===== src/rtl/thermal_governor.sv =====
// thermal_governor: closed-loop hash-rate / fan controller for the BM1387 thermal model.
// Ramps the commanded hash rate toward a ceiling, holds around a target temperature
// with hysteresis, backs off on overheat or throttle, and latches a fault shutdown
// after sustained critical temperature. Decisions are made once per SAMPLE_DIV clocks.
//
// Ports:
//   clk, reset_n        clock, asynchronous active-low reset
//   enable              run request from firmware
//   temperature         die temperature (degC)
//   throttle_request    throttle flag from thermal model
//   power_consumption   measured power (mW), registered to power_observed at each tick
//   hash_target_max     hash-rate ceiling
//   hashes_per_second   commanded hash rate
//   power_request       commanded power (mW)
//   power_observed      power_consumption captured at the last tick
//   fan_duty, fan_pwm   fan duty cycle and its PWM waveform
//   gov_state           FSM state (OFF=0 RAMP=1 HOLD=2 BACKOFF=3 SHUTDOWN=4)
//   fault               shutdown latched
module thermal_governor #(
  parameter int unsigned SAMPLE_DIV       = 256,
  parameter int unsigned T_TARGET         = 85,
  parameter int unsigned T_HYST           = 5,
  parameter int unsigned T_SHUTDOWN       = 120,
  parameter int unsigned SHUTDOWN_SAMPLES = 4,
  parameter logic [15:0] HASH_STEP        = 16'h0100,
  parameter logic [15:0] POWER_IDLE       = 16'h0258,
  parameter logic [7:0]  FAN_MIN          = 8'h40
) (
  input  logic        clk,
  input  logic        reset_n,
  input  logic        enable,
  input  logic [7:0]  temperature,
  input  logic        throttle_request,
  input  logic [15:0] power_consumption,
  input  logic [15:0] hash_target_max,
  output logic [15:0] hashes_per_second,
  output logic [15:0] power_request,
  output logic [15:0] power_observed,
  output logic [7:0]  fan_duty,
  output logic        fan_pwm,
  output logic [2:0]  gov_state,
  output logic        fault
);

  localparam int unsigned DivW = (SAMPLE_DIV > 1) ? $clog2(SAMPLE_DIV) : 1;
  localparam int unsigned ScW  = $clog2(SHUTDOWN_SAMPLES + 1);

  localparam logic [8:0] HotThr  = 9'(T_TARGET + T_HYST);
  localparam logic [8:0] CoolThr = 9'(T_TARGET - T_HYST);
  localparam logic [8:0] TgtThr  = 9'(T_TARGET);
  localparam logic [8:0] CritThr = 9'(T_SHUTDOWN);
  localparam logic [8:0] FanBase = 9'(T_TARGET - 20);

  typedef enum logic [2:0] {
    StOff      = 3'd0,
    StRamp     = 3'd1,
    StHold     = 3'd2,
    StBackoff  = 3'd3,
    StShutdown = 3'd4
  } state_e;

  state_e          state_q, state_d;
  logic [DivW-1:0] div_q;
  logic [ScW-1:0]  scnt_q, scnt_d;
  logic [15:0]     hash_q, hash_d;
  logic [15:0]     power_q, power_d;
  logic [15:0]     pobs_q, pobs_d;
  logic [7:0]      duty_q, duty_d;
  logic [7:0]      pwm_cnt_q;
  logic            pwm_q;
  logic            fault_q, fault_d;

  logic            tick;
  logic            temp_hot, temp_cool, temp_le_tgt, temp_ge_tgt, temp_crit, backoff_cause;
  logic [16:0]     ramp_sum, back_diff, power_sum;
  logic [15:0]     ramp_next, back_next, hold_hash;
  logic [ScW-1:0]  scnt_inc;
  logic [11:0]     temp_off, duty_raw;
  logic [7:0]      duty_calc;

  assign tick = (div_q == DivW'(SAMPLE_DIV - 1));

  assign temp_hot      = {1'b0, temperature} >  HotThr;
  assign temp_cool     = {1'b0, temperature} <  CoolThr;
  assign temp_le_tgt   = {1'b0, temperature} <= TgtThr;
  assign temp_ge_tgt   = {1'b0, temperature} >= TgtThr;
  assign temp_crit     = {1'b0, temperature} >= CritThr;
  assign backoff_cause = throttle_request | temp_hot;

  // Ramp saturates at the ceiling; backoff clamps at zero instead of wrapping.
  assign ramp_sum  = {1'b0, hash_q} + {1'b0, HASH_STEP};
  assign ramp_next = (ramp_sum > {1'b0, hash_target_max}) ? hash_target_max : ramp_sum[15:0];
  assign back_diff = {1'b0, hash_q} - {HASH_STEP, 1'b0};
  assign back_next = ({1'b0, hash_q} >= {HASH_STEP, 1'b0}) ? back_diff[15:0] : 16'h0000;
  assign hold_hash = (hash_q > hash_target_max) ? hash_target_max : hash_q;

  assign scnt_inc = (scnt_q == ScW'(SHUTDOWN_SAMPLES)) ? scnt_q : scnt_q + 1'b1;

  assign temp_off  = 12'(temperature) - 12'(FanBase);
  assign duty_raw  = 12'(FAN_MIN) + (temp_off << 3);
  assign duty_calc = ({1'b0, temperature} <= FanBase) ? FAN_MIN :
                     (duty_raw > 12'h0FF) ? 8'hFF : duty_raw[7:0];

  assign power_sum = {1'b0, POWER_IDLE} + {3'b000, hash_d[15:2]};
  assign power_d   = power_sum[16] ? 16'hFFFF : power_sum[15:0];

  always_comb begin
    state_d = state_q;
    hash_d  = hash_q;
    fault_d = fault_q;
    scnt_d  = scnt_q;
    duty_d  = duty_q;
    pobs_d  = pobs_q;
    if (tick) begin
      pobs_d = power_consumption;
      if (state_q == StOff || !temp_crit) scnt_d = '0;
      else                                scnt_d = scnt_inc;

      if (state_q != StOff && scnt_d == ScW'(SHUTDOWN_SAMPLES)) begin
        state_d = StShutdown;
        hash_d  = '0;
        fault_d = 1'b1;
      end else if (!enable) begin
        if (state_q == StShutdown) begin
          if (temp_cool) begin
            state_d = StOff;
            fault_d = 1'b0;
            scnt_d  = '0;
          end
        end else begin
          state_d = StOff;
          hash_d  = '0;
        end
      end else begin
        unique case (state_q)
          StOff: state_d = StRamp;
          StRamp: begin
            if (backoff_cause)    state_d = StBackoff;
            else if (temp_ge_tgt) state_d = StHold;
            else begin
              hash_d = ramp_next;
              if (ramp_next == hash_target_max) state_d = StHold;
            end
          end
          StHold: begin
            hash_d = hold_hash;
            if (backoff_cause)                                state_d = StBackoff;
            else if (temp_cool && hash_q < hash_target_max) state_d = StRamp;
          end
          StBackoff: begin
            // Recovery tick keeps the hash where it is.
            if (temp_le_tgt && !throttle_request) state_d = StHold;
            else                                  hash_d  = back_next;
          end
          StShutdown: hash_d = '0;
          default: begin
            state_d = StOff;
            hash_d  = '0;
          end
        endcase
      end
      duty_d = (state_d == StShutdown) ? 8'hFF : duty_calc;
    end else if (!enable && state_q != StShutdown) begin
      // Firmware disable takes effect immediately, not at the next tick.
      state_d = StOff;
      hash_d  = '0;
    end
  end

  always_ff @(posedge clk or negedge reset_n) begin
    if (!reset_n) begin
      div_q     <= '0;
      state_q   <= StOff;
      scnt_q    <= '0;
      hash_q    <= '0;
      power_q   <= POWER_IDLE;
      pobs_q    <= '0;
      duty_q    <= FAN_MIN;
      pwm_cnt_q <= '0;
      pwm_q     <= 1'b0;
      fault_q   <= 1'b0;
    end else begin
      div_q     <= tick ? '0 : div_q + 1'b1;
      state_q   <= state_d;
      scnt_q    <= scnt_d;
      hash_q    <= hash_d;
      power_q   <= power_d;
      pobs_q    <= pobs_d;
      duty_q    <= duty_d;
      pwm_cnt_q <= pwm_cnt_q + 8'd1;
      pwm_q     <= (pwm_cnt_q < duty_q);
      fault_q   <= fault_d;
    end
  end

  assign hashes_per_second = hash_q;
  assign power_request     = power_q;
  assign power_observed    = pobs_q;
  assign fan_duty          = duty_q;
  assign fan_pwm           = pwm_q;
  assign gov_state         = state_q;
  assign fault             = fault_q;

endmodule


===== config.mk =====
export PLATFORM = sky130hd
export DESIGN_NAME = thermal_governor
export DESIGN_NICKNAME = d
export VERILOG_FILES = /design/src/rtl/thermal_governor.sv
export SDC_FILE = /design/constraint.sdc
export NUM_CORES = 1
export LEC_CHECK = 0
export ABC_AREA = 1
export CORE_MARGIN = 2
export CORE_UTILIZATION = 52
export DETAILED_ROUTE_END_ITERATION = 16
export PLACE_DENSITY = 0.86
export SYNTH_ARGS = -nofsm -noshare
export SYNTH_HDL_FRONTEND = slang
export SYNTH_SLANG_ARGS = --single-unit

===== constraint.sdc =====
create_clock -name clk -period 4.3 [get_ports clk]
set_input_delay 0.43 -clock clk [delete_from_list [all_inputs] [get_ports clk]]
set_output_delay 0.43 -clock clk [all_outputs]
set_load 0.05 [all_outputs]

* Yosys cells after proc, flatten, opt, wreduce, memory -nomap -nowiden *
Index checks and enable logic that the tools add are counted.

storage, ports and cells
  word-level logic and storage cells = 106
  bits in registers = 80
  input port bits = 44
  output and inout port bits = 61

cells by class
  eq/ne operators = 17
  mux-type cells = 42
  reduce and logical (&&, ||, !) cells = 15
  bitwise gates (word level) = 1
  add/sub/neg operators = 8
  magnitude comparators = 12

operators with widths
  kind                                                                                    count
  16-bit two-way mux                                                                      12
  16-bit case mux with 4 select lines                                                     1
  3-bit two-way mux                                                                       20
  8-bit two-way mux                                                                       4
  5-bit != test (second input constant)                                                   4
  16-bit by 9-bit adder with 17-bit output (second input constant)                        1
  17-bit by 16-bit greater-than comparator with 1-bit output                              1
  8-bit by 1-bit adder with 8-bit output (second input constant)                          2
  16-bit equality test                                                                    1
  16-bit by 10-bit greater-or-equal comparator with 1-bit output (second input constant)  1
  8-bit by 7-bit greater-or-equal comparator with 1-bit output (second input constant)    2
  16-bit greater-than comparator                                                          1
  8-bit by 7-bit <= comparator with 1-bit output (second input constant)                  2
  16-bit < comparator                                                                     1
  16-bit by 10-bit subtractor with 16-bit output (second input constant)                  1
  10-bit by 14-bit adder with 15-bit output (first input constant)                        1
  3-bit case mux with 5 select lines                                                      1
  7-bit by 12-bit adder with 12-bit output (first input constant)                         1
  3-bit equality test (second input constant)                                             4
  12-bit by 8-bit greater-than comparator with 1-bit output (second input constant)       1
  8-bit by 7-bit subtractor with 9-bit output (second input constant)                     1
  8-bit equality test (second input constant)                                             1
  8-bit by 7-bit greater-than comparator with 1-bit output (second input constant)        1
  8-bit by 7-bit < comparator with 1-bit output (second input constant)                   1
  18 further kinds                                                                        29

* Depth between registers and ports, before layout *
  depth after elaboration = 13
  gate-level depth with buffers = 27
  mapped depth without buffers = 27

* Least setup slack after synthesis *
Ideal clock, no wire load.

  path kind = register to register
  from = register hash_q[8], in the netlist hashes_per_second[8]
  to = register power_q[13], in the netlist power_request[13]
  required time = 4.183 ns
  path buffers = 1
  setup time = 0.117 ns
  path slack = 0.487 ns
  stages on the path, launching flop included = 27
  clock period less this slack = 3.813 ns
  data arrival time = 3.696 ns
  cell sequence = dfrtp_1 > ha_1 > nand2_1 > nor3_1 > xor2_1 > inv_1 > ha_1 > and3_1 > nand2_1 > nor2_1 > nor2_1 > nand2_1 > nand2_2 > buf_6 > nand2_1 > nand3_1 > nand2_1 > nand2_1 > nand2_2 > inv_1 > ha_1 > o21ai_4 > nand2_2 > nand2_2 > nand2_1 > nand2_1 > nand2_1

between the ends
  longest elaborated chain between the ends = 11
  elaborated cells on any way between the ends = 19
  classes of those cells = add/sub (3); order compare (3); mux (13)

ends and longest elaborated chain
  what                                                        RTL line  RTL
  start, declared                                             65        logic [15:0] hash_q, hash_d;
  start signal, assigned                                      186       hash_q <= hash_d;
  16-bit by 9-bit adder with 17-bit output                    91        assign ramp_sum = {1'b0, hash_q} + {1'b0, HASH_STEP};
  17-bit by 16-bit greater-than comparator with 1-bit output  92        assign ramp_next = (ramp_sum > {1'b0, hash_target_max}) ? hash_target_max : ramp_sum[15:0];
  16-bit two-way mux                                          92
  16-bit two-way mux                                          139       else if (temp_ge_tgt) state_d = StHold;
  16-bit two-way mux                                          138       if (backoff_cause) state_d = StBackoff;
  16-bit case mux with 4 select lines *                       135       unique case (state_q)
  16-bit two-way mux *                                        123       end else if (!enable) begin
  16-bit two-way mux *                                        119       if (state_q != StOff && scnt_d == ScW'(SHUTDOWN_SAMPLES)) begin
  16-bit two-way mux *                                        114       if (tick) begin
  via hash_d[5]                                               65
  10-bit by 14-bit adder with 15-bit output *                 104       assign power_sum = {1'b0, POWER_IDLE} + {3'b000, hash_d[15:2]};
  16-bit two-way mux *                                        105       assign power_d = power_sum[16] ? 16'hFFFF : power_sum[15:0];
  via power_d[13]                                             66        logic [15:0] power_q, power_d;
  end signal, assigned                                        187       power_q <= power_d;
  end, declared                                               66

The timed path passes the listed nets; every way through them passes the cells marked *. The select of a mux whose other input is x is not followed.
A chain may end at the register's enable or synchronous reset.

* Worst setup path after layout *
  from = register hash_q[11], in the netlist hashes_per_second[11]
  to = register power_q[11], in the netlist power_request[11]

The elaborated chain is that of the path after synthesis.

==> summary.log <==
[final_layout] fill count 1,003
[worst_setup_path] Critical Path Start Type flop
[yosys] cell type contributing the most total cell area after synthesis sky130_fd_sc_hd__dfrtp_1
[sta] number of failing hold endpoints at the final stage 0
[global_route] via count of the first global-routing pass 5,689
[floorplanning] area inside the core boundary 11,300 um2
[yosys] adder and majority cell fraction of the synthesized area 9.23%
[yosys] mean cell area of the mapped netlist 6.92 um2
[yosys] Yosys warnings 0
[clock_network] maximum number of buffers from clock root to sink 2
[yosys] Post-synth top flop sky130_fd_sc_hd__dfrtp_1
[yosys] dominant combinational cell family by area after synthesis simple AND/OR/NAND/NOR gates
[worst_setup_path] worst stage delay on the critical path 0.58 ns
[power_and_ir_drop] PD cells 218 nW/um2
[power_and_ir_drop] leak pwr 3.84 nW
[final_layout] Post-layout nets 1,055
[sta] worst clock skew on the final layout 0.00451 ns
[yosys] post-synthesis share of cell area spent on xor and xnor gates 3.38%
[drt] post-DR vias/cell 5.34
[worst_setup_path] arrival time at the worst endpoint 4.21 ns
[final_layout] Layout area overhead 24.8%
[final_layout] final instance area 7440 um2
[worst_setup_path] library cell contributing the largest single delay on the critical path sky130_fd_sc_hd__dfrtp_1
[sta] final setup violation count 0
[worst_setup_path] Worst R2R Start hashes_per_second[11]
[floorplanning] Die X 111 um
[clock_network] clock tree from TritonCTS built
[drt] number of DRC markers after the initial detailed-route iteration 665
[final_layout] layout cell share with drive strength beyond 1 8.85%
[floorplanning] effective utilization at floorplan 52.7%
[power_and_ir_drop] total power after layout 1.62 mW
[hold_path] path class of the lowest-slack min-delay path primary input to asynchronous set/reset pin
[sta] final count of pins violating max slew 0
[drt] remaining design rule violation count 0
[yosys] Post-Synth Simple-Gate Area 35.4%
[global_route] maximum number of pins on one net before global-route repair 75
[job] max capacitance violation total 0
[worst_setup_path] cell repeated most along the worst path sky130_fd_sc_hd__nand2_1
[sta] final critical-path share of the clock period 92.7%
[yosys] Async SR Flop Fraction 100%
[sta] Max Clock Freq 0.251 GHz
[clock_network] clock sink total 74
[global_route] total gr overflow 0
[worst_setup_path] kind of critical path flop to flop
[place] IO buf count 103
[floorplanning] number of I/O pins 105
[floorplanning] die outline area 12,300 um2
[drt] DRT antenna net count 0
[worst_setup_path] start point of the critical path hashes_per_second[11]
[clock_network] clock transition at the registers of the reported paths 0.06 ns
[sta] actual slew at the worst max-slew pin 0.931 ns
[drt] Routed WL 16,000 um
[clock_network] cts bufs inserted 9
[sta] crit path time final 3.99 ns
[yosys] Seq/Total Area, Yosys 31.2%
[drt] total via count in the routed design 5,956
[drt] count of TritonRoute iterations in the first routing pass 6
[clock_network] number of levels in the clock H-tree 3
[yosys] number of distinct standard cells referenced by the synthesized netlist 50
[yosys] top-area cell type share of the netlist area 29.0%
[yosys] mux contribution to synthesized area 0%
[sta] Relative slew margins 37.9%
[place] worst slack after detailed placement 0.289 ns
[global_route] Global Route Usage Sum 26.4%
[clock_network] worst skew pair latency 0.34 ns
[yosys] post-synthesis cell area 5960 um2
[place] HPWL after DPL 12,000 um
[sta] minimum setup slack in the final design 0.314 ns
[global_route] number of antenna violations at the first check in global routing 0
[final_layout] number of diodes 0
[place] placer's final routability congestion estimate 1.02
[global_route] wire length of the first global-routing pass 26,600 um
[yosys] fraction of the mapped netlist area in compound gates 10.2%
[worst_setup_path] Crit. End Element flop
[worst_setup_path] Max Fanout on Critical Path 9
[clock_network] clk root buf sky130_fd_sc_hd__clkbuf_16
[yosys] number of cells produced by synthesis 861
[yosys] largest cells by area after synthesis sky130_fd_sc_hd__dfrtp_1, sky130_fd_sc_hd__nand2_1, sky130_fd_sc_hd__ha_1
[floorplanning] Die Span Y 111 um
[yosys] Post-synth EDFFs 0
[place] placed inst area 7100 um2
[worst_setup_path] critical path data required time 4.52 ns
[clock_network] number of buffers inserted by hold repair at cts 0
[power_and_ir_drop] maximum ir drop on the vdd rail 0.172 mV
[drt] drt wl/cell 14.4 um
[floorplanning] Site Rows 39
[worst_setup_path] Cell Chain, Critical Path inv_2, nor3_2, xor2_1, inv_1, ha_1, and3_1, nand4_1, nand2_4, inv_1, nand2_1, nand3_1, nand2_1, nand2_1, nand2_2, inv_1, ha_1, o21ai_4, nand2_2, nand2_2, nand2_1, nand2_1, nand2_1
[sta] smallest hold slack 0.239 ns
[yosys] Syn Nets 949
[yosys] total of flip-flops plus latches after synthesis 74
[outcome] status completed
==> worst paths after layout <==
kind | end | slack [ns] | cells after the start
setup / recovery | power_request[11] | 0.31 | 22
hold / removal | power_observed[14] | 0.24 | 1
setup reg to reg | power_request[11] | 0.31 | 22
hold reg to reg | pwm_cnt_q[0] | 0.46 | 1
max in group asynchronous | hashes_per_second[10] | 3.41 | 1
min in group clk | pwm_cnt_q[0] | 0.46 | 1
==> critical path, delay by kind of cell, from the launching register on <==
family / cells / cell delay (ns)
AND/OR/NAND/NOR: 14 / 1.82
XOR/XNOR: 1 / 0.29
flip-flops: 1 / 0.58
AO/OA/AOI/OAI: 1 / 0.21
buffers and inverters: 4 / 0.42
adder cells (fa/ha/maj): 2 / 0.55
==> Yosys cell counts, types with 2 or more instances <==
library cell	n
sky130_fd_sc_hd__inv_2	8
sky130_fd_sc_hd__a22oi_1	2
sky130_fd_sc_hd__dfstp_2	5
sky130_fd_sc_hd__and3_1	2
sky130_fd_sc_hd__o22ai_1	8
sky130_fd_sc_hd__nor3_1	9
sky130_fd_sc_hd__nand4_1	10
sky130_fd_sc_hd__o211ai_1	4
sky130_fd_sc_hd__nand2_2	9
sky130_fd_sc_hd__nor2_2	7
sky130_fd_sc_hd__clkbuf_1	5
sky130_fd_sc_hd__o31ai_1	4
sky130_fd_sc_hd__o21ai_0	26
sky130_fd_sc_hd__nand3b_1	2
sky130_fd_sc_hd__nor2_4	4
sky130_fd_sc_hd__buf_4	8
sky130_fd_sc_hd__nand3_1	89
sky130_fd_sc_hd__buf_6	2
sky130_fd_sc_hd__nand2_1	256
sky130_fd_sc_hd__nand3_2	2
sky130_fd_sc_hd__nor2_1	71
sky130_fd_sc_hd__xor2_1	21
sky130_fd_sc_hd__a21oi_1	22
sky130_fd_sc_hd__xnor2_1	2
sky130_fd_sc_hd__nand2_4	10
sky130_fd_sc_hd__a32oi_1	4
sky130_fd_sc_hd__dfrtp_1	69
sky130_fd_sc_hd__buf_2	4
sky130_fd_sc_hd__ha_1	44
sky130_fd_sc_hd__a21oi_2	3
sky130_fd_sc_hd__inv_1	125
sky130_fd_sc_hd__o21ai_1	5
sky130_fd_sc_hd__o2111ai_1	2
==> routing by layer <==
metal	vias up	part of all wire [%]	GRT usage [%]
met2	265	46	44.0
met3	46	7.9	5.30
met5	-	0	0
met4	0	3.4	10.5
met1	2680	42	33.8
li1	2965	-	-
==> sequential cells by signal, summed over array words and instances, names as in the netlist, 3 cells and up <==
name and cells:
div_q 8, hashes_per_second 16, pwm_cnt_q 8, gov_state 3, fan_duty 6, power_observed 16
scnt_q 3, power_request 12
==> per-stage QoR <==
step / std cells / setup TNS, ns / util (%)
detailed placement: 1095 / 0 / 62.7
global placement: 1095 / 0 / 62.7
floorplan: 861 / 0 / -
finish: 1115 / 0 / 65.7
global route: 1115 / -0.0292 / 65.7
CTS: 1111 / 0 / 65.4
==> cell families (layout without fill, tap and decap cells) <==
group | Yosys count | after routing
compound gates | 92 | 92
fa+ha+maj | 44 | 44
flops | 74 | 74
simple gates | 473 | 473
xor+xnor | 23 | 23
buf+inv | 154 | 265
other cells | 1 | 1
==> cell usage in the layout (no fill, tap or decap), drive strengths merged, types with 2 or more instances in the layout <==
cell,synthesis,layout
and3,2,2
clkbuf,5,12
clkinv,2,3
dfstp,5,5
clkdlybuf4s50,0,102
o22ai,8,8
a21oi,26,26
nand2,275,275
xnor2,2,2
nor2,82,82
buf,14,12
o21ai,32,32
a32oi,4,4
o211ai,5,5
a22oi,2,2
nor3,10,10
nand3b,2,2
o31ai,4,4
o2111ai,2,2
ha,44,44
nand4,10,10
xor2,21,21
nand3,91,91
o21bai,2,2
inv,133,134
o21a,2,2
dfrtp,69,69
==> area by class of cell <==
type	count	area, um2	share of cell area [%]
multi-input cells	633	3490	46.8
flip-flops and latches	74	1860	25.0
repair buffers	114	1110	14.9
inverters	135	508	6.82
clock buffers	12	246	3.31
well taps	143	179	2.40
clock inverters	4	51.3	0.689
==> power by group <==
part           internal, mW  switching (mW)
clock                 0.466           0.288
sequential            0.698         0.00111
combinational        0.0669           0.100
==> timing repair <==
action	in CTS	in global routing
gates resized for setup	0	5
buffers inserted	0	4
endpoints found under the setup margin	0	11
(Power assumes the default switching activity.)
